===== config.mk =====
export PLATFORM = sky130hd
export DESIGN_NAME = alu_arbiter_flat
export DESIGN_NICKNAME = d
export VERILOG_FILES = /design/src/rtl/mips_pkg.sv /design/src/rtl/alu_arbiter_if.sv /design/src/rtl/Alu_final.sv /design/src/rtl/alu_arbiter.sv /design/src/flat_wrapper.sv
export SDC_FILE = /design/constraint.sdc
export NUM_CORES = 1
export LEC_CHECK = 0
export BUFFER_PORTS_ARGS = -buffer_cell sky130_fd_sc_hd__buf_2
export CAP_MARGIN = 20
export CELL_PAD_IN_SITES_DETAIL_PLACEMENT = 1
export CELL_PAD_IN_SITES_GLOBAL_PLACEMENT = 2
export CORE_AREA = 2 2 192 194
export CTS_BUF_LIST = sky130_fd_sc_hd__clkbuf_4
export CTS_CLUSTER_DIAMETER = 120
export CTS_CLUSTER_SIZE = 25
export DETAILED_ROUTE_END_ITERATION = 6
export DIE_AREA = 0 0 194 196
export PLACE_DENSITY = 0.81
export REMOVE_ABC_BUFFERS = 1
export SLEW_MARGIN = 10
export SYNTH_ARGS = -nofsm -noshare
export SYNTH_HDL_FRONTEND = slang
export SYNTH_SLANG_ARGS = --single-unit

===== constraint.sdc =====
create_clock -name clk -period 7.9 [get_ports clk]
set_input_delay 0.79 -clock clk [delete_from_list [all_inputs] [get_ports clk]]
set_output_delay 0.79 -clock clk [all_outputs]
set_load 0.05 [all_outputs]

===== src/rtl/mips_pkg.sv =====
// Shared MIPS ALU codes, FSM state encoding and the arbiter request payload.
// Imported by the ALU and the two-port ALU arbiter.
package mips_pkg;

   localparam int DATA_W = 32;

   localparam logic [1:0] ALU_ADD   = 2'b00;
   localparam logic [1:0] ALU_SUB   = 2'b01;
   localparam logic [1:0] ALU_RTYPE = 2'b1?;

   localparam logic [5:0] F_ADD = 6'b100000;
   localparam logic [5:0] F_SUB = 6'b100010;
   localparam logic [5:0] F_AND = 6'b100100;
   localparam logic [5:0] F_OR  = 6'b100101;
   localparam logic [5:0] F_SLT = 6'b101010;

   typedef enum logic [1:0] {
      IDLE = 2'd0,
      EXEC = 2'd1,
      RESP = 2'd2
   } state_t;

   typedef struct packed {
      logic [DATA_W-1:0] a;
      logic [DATA_W-1:0] b;
      logic [1:0]        alu_op;
      logic [5:0]        funct;
   } op_t;

   // One-hot winner; on a tie the requester that did not win last time goes.
   function automatic logic [1:0] rr_pick(input logic [1:0] vld, input logic last_grant);
      logic [1:0] win;
      case (vld)
         2'b01:   win = 2'b01;
         2'b10:   win = 2'b10;
         2'b11:   win = last_grant ? 2'b01 : 2'b10;
         default: win = 2'b00;
      endcase
      return win;
   endfunction

endpackage


===== src/rtl/alu_arbiter_if.sv =====
// Request/response bundle between two ALU requesters, the arbiter and the result consumer.
// master = requester/consumer side, slave = arbiter side.
interface alu_arbiter_if #(parameter int WIDTH = 32);

   logic [1:0]       req_valid;
   logic [1:0]       req_ready;
   logic [WIDTH-1:0] req0_a;
   logic [WIDTH-1:0] req0_b;
   logic [1:0]       req0_alu_op;
   logic [5:0]       req0_funct;
   logic [WIDTH-1:0] req1_a;
   logic [WIDTH-1:0] req1_b;
   logic [1:0]       req1_alu_op;
   logic [5:0]       req1_funct;
   logic             resp_valid;
   logic             resp_ready;
   logic             resp_id;
   logic [WIDTH-1:0] resp_result;
   logic             resp_zero;

   modport master (
      output req_valid, req0_a, req0_b, req0_alu_op, req0_funct,
             req1_a, req1_b, req1_alu_op, req1_funct, resp_ready,
      input  req_ready, resp_valid, resp_id, resp_result, resp_zero
   );

   modport slave (
      input  req_valid, req0_a, req0_b, req0_alu_op, req0_funct,
             req1_a, req1_b, req1_alu_op, req1_funct, resp_ready,
      output req_ready, resp_valid, resp_id, resp_result, resp_zero
   );

endinterface


===== src/rtl/Alu_final.sv =====
// 32-bit MIPS ALU: add/sub by alu_op, R-type decode by funct; unlisted funct yields 0.
// Latency: combinational. Backpressure: none.
// Add/sub wrap modulo 2^32; slt is signed.
module Alu_final
   import mips_pkg::*;
(
   input  logic [31:0] a,
   input  logic [31:0] b,
   input  logic [1:0]  Alu_op,
   input  logic [5:0]  funct,
   output logic        zero,
   output logic [31:0] result
);

   always_comb begin
      result = '0;
      casez (Alu_op)
         ALU_ADD:   result = a + b;
         ALU_SUB:   result = a - b;
         ALU_RTYPE: begin
            case (funct)
               F_ADD:   result = a + b;
               F_SUB:   result = a - b;
               F_AND:   result = a & b;
               F_OR:    result = a | b;
               F_SLT:   result = {31'd0, $signed(a) < $signed(b)};
               default: result = '0;
            endcase
         end
         default:   result = '0;
      endcase
   end

   assign zero = (result == '0);

endmodule


===== src/rtl/alu_arbiter.sv =====
// Round-robin two-port arbiter/sequencer in front of one shared Alu_final.
// Latency: accept at edge N, registered response visible after edge N+1; one op in flight.
// Backpressure: resp_ready low parks the FSM in RESP; req_ready stays 0 until the result is taken.
module alu_arbiter
   import mips_pkg::*;
#(
   parameter int WIDTH = 32
) (
   input  logic         clk,
   input  logic         rst_n,
   alu_arbiter_if.slave bus,
   output logic         busy
);

   state_t           state;
   logic             last_grant;
   op_t              op_q;
   logic             id_q;
   logic [1:0]       grant;
   logic             grant_id;
   logic [WIDTH-1:0] alu_result;
   logic             alu_zero;

   // Grant is only offered in IDLE, so req_ready never sees resp_ready.
   assign grant         = (state == IDLE) ? rr_pick(bus.req_valid, last_grant) : 2'b00;
   assign grant_id      = grant[1];
   assign bus.req_ready = grant;
   assign busy          = (state != IDLE);

   Alu_final u_alu (
      .a      (op_q.a),
      .b      (op_q.b),
      .Alu_op (op_q.alu_op),
      .funct  (op_q.funct),
      .zero   (alu_zero),
      .result (alu_result)
   );

   always_ff @(posedge clk or negedge rst_n) begin
      if (!rst_n) begin
         state           <= IDLE;
         last_grant      <= 1'b1;
         op_q            <= '0;
         id_q            <= 1'b0;
         bus.resp_valid  <= 1'b0;
         bus.resp_id     <= 1'b0;
         bus.resp_result <= '0;
         bus.resp_zero   <= 1'b0;
      end else begin
         case (state)
            IDLE: begin
               if (|grant) begin
                  op_q       <= grant_id ? op_t'{bus.req1_a, bus.req1_b, bus.req1_alu_op, bus.req1_funct}
                                         : op_t'{bus.req0_a, bus.req0_b, bus.req0_alu_op, bus.req0_funct};
                  id_q       <= grant_id;
                  last_grant <= grant_id;
                  state      <= EXEC;
               end
            end
            EXEC: begin
               bus.resp_result <= alu_result;
               bus.resp_zero   <= alu_zero;
               bus.resp_id     <= id_q;
               bus.resp_valid  <= 1'b1;
               state           <= RESP;
            end
            RESP: begin
               if (bus.resp_ready) begin
                  bus.resp_valid <= 1'b0;
                  state          <= IDLE;
               end
            end
            default: begin
               bus.resp_valid <= 1'b0;
               state          <= IDLE;
            end
         endcase
      end
   end

endmodule


===== src/flat_wrapper.sv =====
// flat-port wrapper written by rule: the top's interface ports become plain ports
module alu_arbiter_flat import mips_pkg::*;
#(
   parameter int WIDTH = 32
)
  (clk, rst_n, busy, bus_req_valid, bus_req0_a, bus_req0_b, bus_req0_alu_op, bus_req0_funct, bus_req1_a, bus_req1_b, bus_req1_alu_op, bus_req1_funct, bus_resp_ready, bus_req_ready, bus_resp_valid, bus_resp_id, bus_resp_result, bus_resp_zero);
  alu_arbiter_if #(.WIDTH(WIDTH)) bus_i ();
  input  logic clk;
  input  logic rst_n;
  output logic busy;
  input wire logic [$bits(bus_i.req_valid)-1:0] bus_req_valid;
  input wire logic [$bits(bus_i.req0_a)-1:0] bus_req0_a;
  input wire logic [$bits(bus_i.req0_b)-1:0] bus_req0_b;
  input wire logic [$bits(bus_i.req0_alu_op)-1:0] bus_req0_alu_op;
  input wire logic [$bits(bus_i.req0_funct)-1:0] bus_req0_funct;
  input wire logic [$bits(bus_i.req1_a)-1:0] bus_req1_a;
  input wire logic [$bits(bus_i.req1_b)-1:0] bus_req1_b;
  input wire logic [$bits(bus_i.req1_alu_op)-1:0] bus_req1_alu_op;
  input wire logic [$bits(bus_i.req1_funct)-1:0] bus_req1_funct;
  input wire logic [$bits(bus_i.resp_ready)-1:0] bus_resp_ready;
  output wire logic [$bits(bus_i.req_ready)-1:0] bus_req_ready;
  output wire logic [$bits(bus_i.resp_valid)-1:0] bus_resp_valid;
  output wire logic [$bits(bus_i.resp_id)-1:0] bus_resp_id;
  output wire logic [$bits(bus_i.resp_result)-1:0] bus_resp_result;
  output wire logic [$bits(bus_i.resp_zero)-1:0] bus_resp_zero;
  assign bus_i.req_valid = bus_req_valid;
  assign bus_i.req0_a = bus_req0_a;
  assign bus_i.req0_b = bus_req0_b;
  assign bus_i.req0_alu_op = bus_req0_alu_op;
  assign bus_i.req0_funct = bus_req0_funct;
  assign bus_i.req1_a = bus_req1_a;
  assign bus_i.req1_b = bus_req1_b;
  assign bus_i.req1_alu_op = bus_req1_alu_op;
  assign bus_i.req1_funct = bus_req1_funct;
  assign bus_i.resp_ready = bus_resp_ready;
  assign bus_req_ready = bus_i.req_ready;
  assign bus_resp_valid = bus_i.resp_valid;
  assign bus_resp_id = bus_i.resp_id;
  assign bus_resp_result = bus_i.resp_result;
  assign bus_resp_zero = bus_i.resp_zero;
  alu_arbiter #(.WIDTH(WIDTH)) u_core (.clk(clk), .rst_n(rst_n), .bus(bus_i), .busy(busy));
endmodule

==> run_results.csv <==
group,metric,value,unit
outcome,outcome,"completed",
setup_path,reg2reg_from,"u_core.op_q[8]",
setup_path,ff2ff_path_depth,13,
timing,setup_tns,0,ns
synthesis,synth_common_cells,"nand2_1, nor2_1, dfrtp_1",
route,ant_nets,0,
clocking,numCtsBuffers,9,
synthesis,synth_seq_cells,111,
route,drt_iter0_drc,716,
final_layout,nets,1807,
clocking,cts_root_buf,"clkbuf_4",
synthesis,avgSynthCellArea,7.36,µm²
clocking,cts.hold.buffers_added,0,
place,gp_congestion,0.979,
global_route,grt_first_pass_wirelength,66.1,mm
global_route,grt_max_degree,86,
place,hpwl,32.8,mm
clocking,cts_tree,"yes",
timing,rsz0062_at_grt,"false",
synthesis,async_flop_share,1.00,
clocking,clk_latency,0.59,ns
timing,worst_pin_slew,1.00,ns
setup_path,reg2reg_setup_slack,3.89,ns
timing,slew_violations,0,
setup_path,cp_data_arrival_time,3.57,ns
floorplanning,die_w,194,µm
global_route,antenna_found_initial,2,
floorplanning,core_area,36100,µm²
route,drc,0,
synthesis,synth.distinct_cells,89,
floorplanning,io_pins,187,
route,firstDrtPassIters,5,
synthesis,netlist_top_cells_area,"dfrtp_1, ha_1, nand2_1",
global_route,grt.total_usage,0.220,
synthesis,yosys.area.top_type,"dfrtp_1",
final_layout,drive_above_1_share,0.166,
final_layout,synthToLayoutAreaGrowth,13.1,%
floorplanning,initial_core_util,0.294,
clocking,cts_max_path_buffers,2,
setup_path,crit_path_end_kind,"output pin",
clocking,cts_resized,0,
route,wl_per_cell,20.7,µm
timing,min_period_over_period,0.552,
setup_path,cp_max_fo,43,
synthesis,synth_top_cell_area_share,0.259,
synthesis,ys.flop_type,"dfrtp_1",
synthesis,seq_area_frac_synth,0.262,
timing,relSlewSlack,0.332,
min_path,hp-class,"in -> async",
setup_path,crit_path_start_kind,"flop",
place,io_buffers,186,
route,vias,11100,
clocking,path_clk_slew,0.18,ns
job,cap_viol_max_count,0,
setup_path,setup.worst_path.class,"reg -> out",
route,post_drt_via_cell_ratio,5.46,
synthesis,yosysMostFrequentCell,"nand2_1",
clocking,htreeDepth,3,
timing,finalCriticalPeriod,4.36,ns
clocking,cts_sinks,111,
floorplanning,dieArea,38000,µm²
synthesis,synth-edff-count,0,
route,drt-total-wl,42.2,mm
timing,hold_violations,0,
timing,finClkSkew,0.0357,ns
setup_path,cp.required,7.11,ns
timing,fmax,0.229,GHz
setup_path,r2r_end,"u_core.bus.resp_zero",
floorplanning,fp-row-count,70,
clocking,cts_setup_buffers,0,
synthesis,synth_cells,1443,
global_route,grt_pass1_vias,11300,
timing,setup_violations,0,
synthesis,synth_warnings,0,
synthesis,netlist_area,10600,µm²
floorplanning,die_h,196,µm
global_route,grt_overflow,0,
-- how the worst max path moves through the flow --
stage | from | to | slack (ns) | cells past startpoint
floorplan | u_core.state[1] | u_core.state[0] | 2.04 | 3
global placement | u_core.op_q[8] | u_core.bus.resp_zero | 3.97 | 13
detailed placement | bus_req_valid[0] | bus_req_ready[1] | 3.85 | 7
CTS | u_core.state[1] | bus_req_ready[1] | 3.27 | 6
global route | u_core.state[0] | bus_req_ready[1] | 3.17 | 6
finish | u_core.state[0] | bus_req_ready[1] | 3.54 | 6
-- flip-flops by register name, summed over array words and instances, names as in the netlist --
signal	cells
u_core.bus.resp_id	1
u_core.bus.resp_valid	1
u_core.last_grant	1
u_core.op_q	72
u_core.bus.resp_result	32
u_core.id_q	1
u_core.state	2
u_core.bus.resp_zero	1
-- final cells by class --
type,instances,area [µm²]
diodes,1,2.50
inverters,101,379
multi-input cells,1137,7080
clock buffers,9,67.6
flip-flops and latches,111,2780
fillers,4510,24100
repair buffers,200,1040
well taps,468,586
clock inverters,7,80.1
-- critical path, cell delays in order (launching register included) --
cell and delay, ns:
dfrtp_1 0.45, nor2_1 0.38, nand3_4 0.44, buf_4 0.34, inv_2 0.49, buf_4 0.54, buf_2 0.35
-- logic make-up (layout without fill, tap and decap cells) --
logic type / Yosys count / after routing / share of synthesized area
simple gates: 569 / 569 / 0.238
compound gates: 437 / 437 / 0.278
buf+inv: 195 / 317 / 0.0749
flops: 111 / 111 / 0.262
fa+ha+maj: 98 / 98 / 0.117
mux: 17 / 17 / 0.0166
xor+xnor: 16 / 16 / 0.0132
other cells: 0 / 1 / 0
-- metrics by stage --
| step | util | setup WS [ns] | cells | area [µm²] | hold slack [ns] |
|---|---|---|---|---|---|
| global placement | 0.329 | 3.97 | 2017 | 11900 | 0.456 |
| detailed placement | 0.329 | 3.85 | 2017 | 11900 | 0.467 |
| finish | 0.333 | 3.54 | 2034 | 12000 | 0.234 |
| global route | 0.333 | 3.17 | 2034 | 12000 | 0.259 |
| floorplan | - | 2.04 | 1349 | 10200 | 0.494 |
| CTS | 0.333 | 3.27 | 2033 | 12000 | 0.219 |
-- cells in the final DEF (no fill, tap or decap), types with 15 or more instances in the layout --
master and count:
a211oi_1 22, a21oi_1 90, buf_2 185, ha_1 96, buf_4 15, a31oi_1 92, o211ai_1 22, nor2_1 171
o21ai_0 71, inv_1 98, nand3_1 27, nand2_1 240, nor3_1 27, dfrtp_1 109
-- per-layer routing --
layer | wire, µm | global-route usage
met1 | 20700 | 0.317
met2 | 18300 | 0.338
met3 | 2080 | 0.0289
met4 | 1110 | 0.0732
met5 | 0 | 0
Power is not shown: default switching activity piles up to over one toggle a cycle in this logic, so the estimate is an artifact.
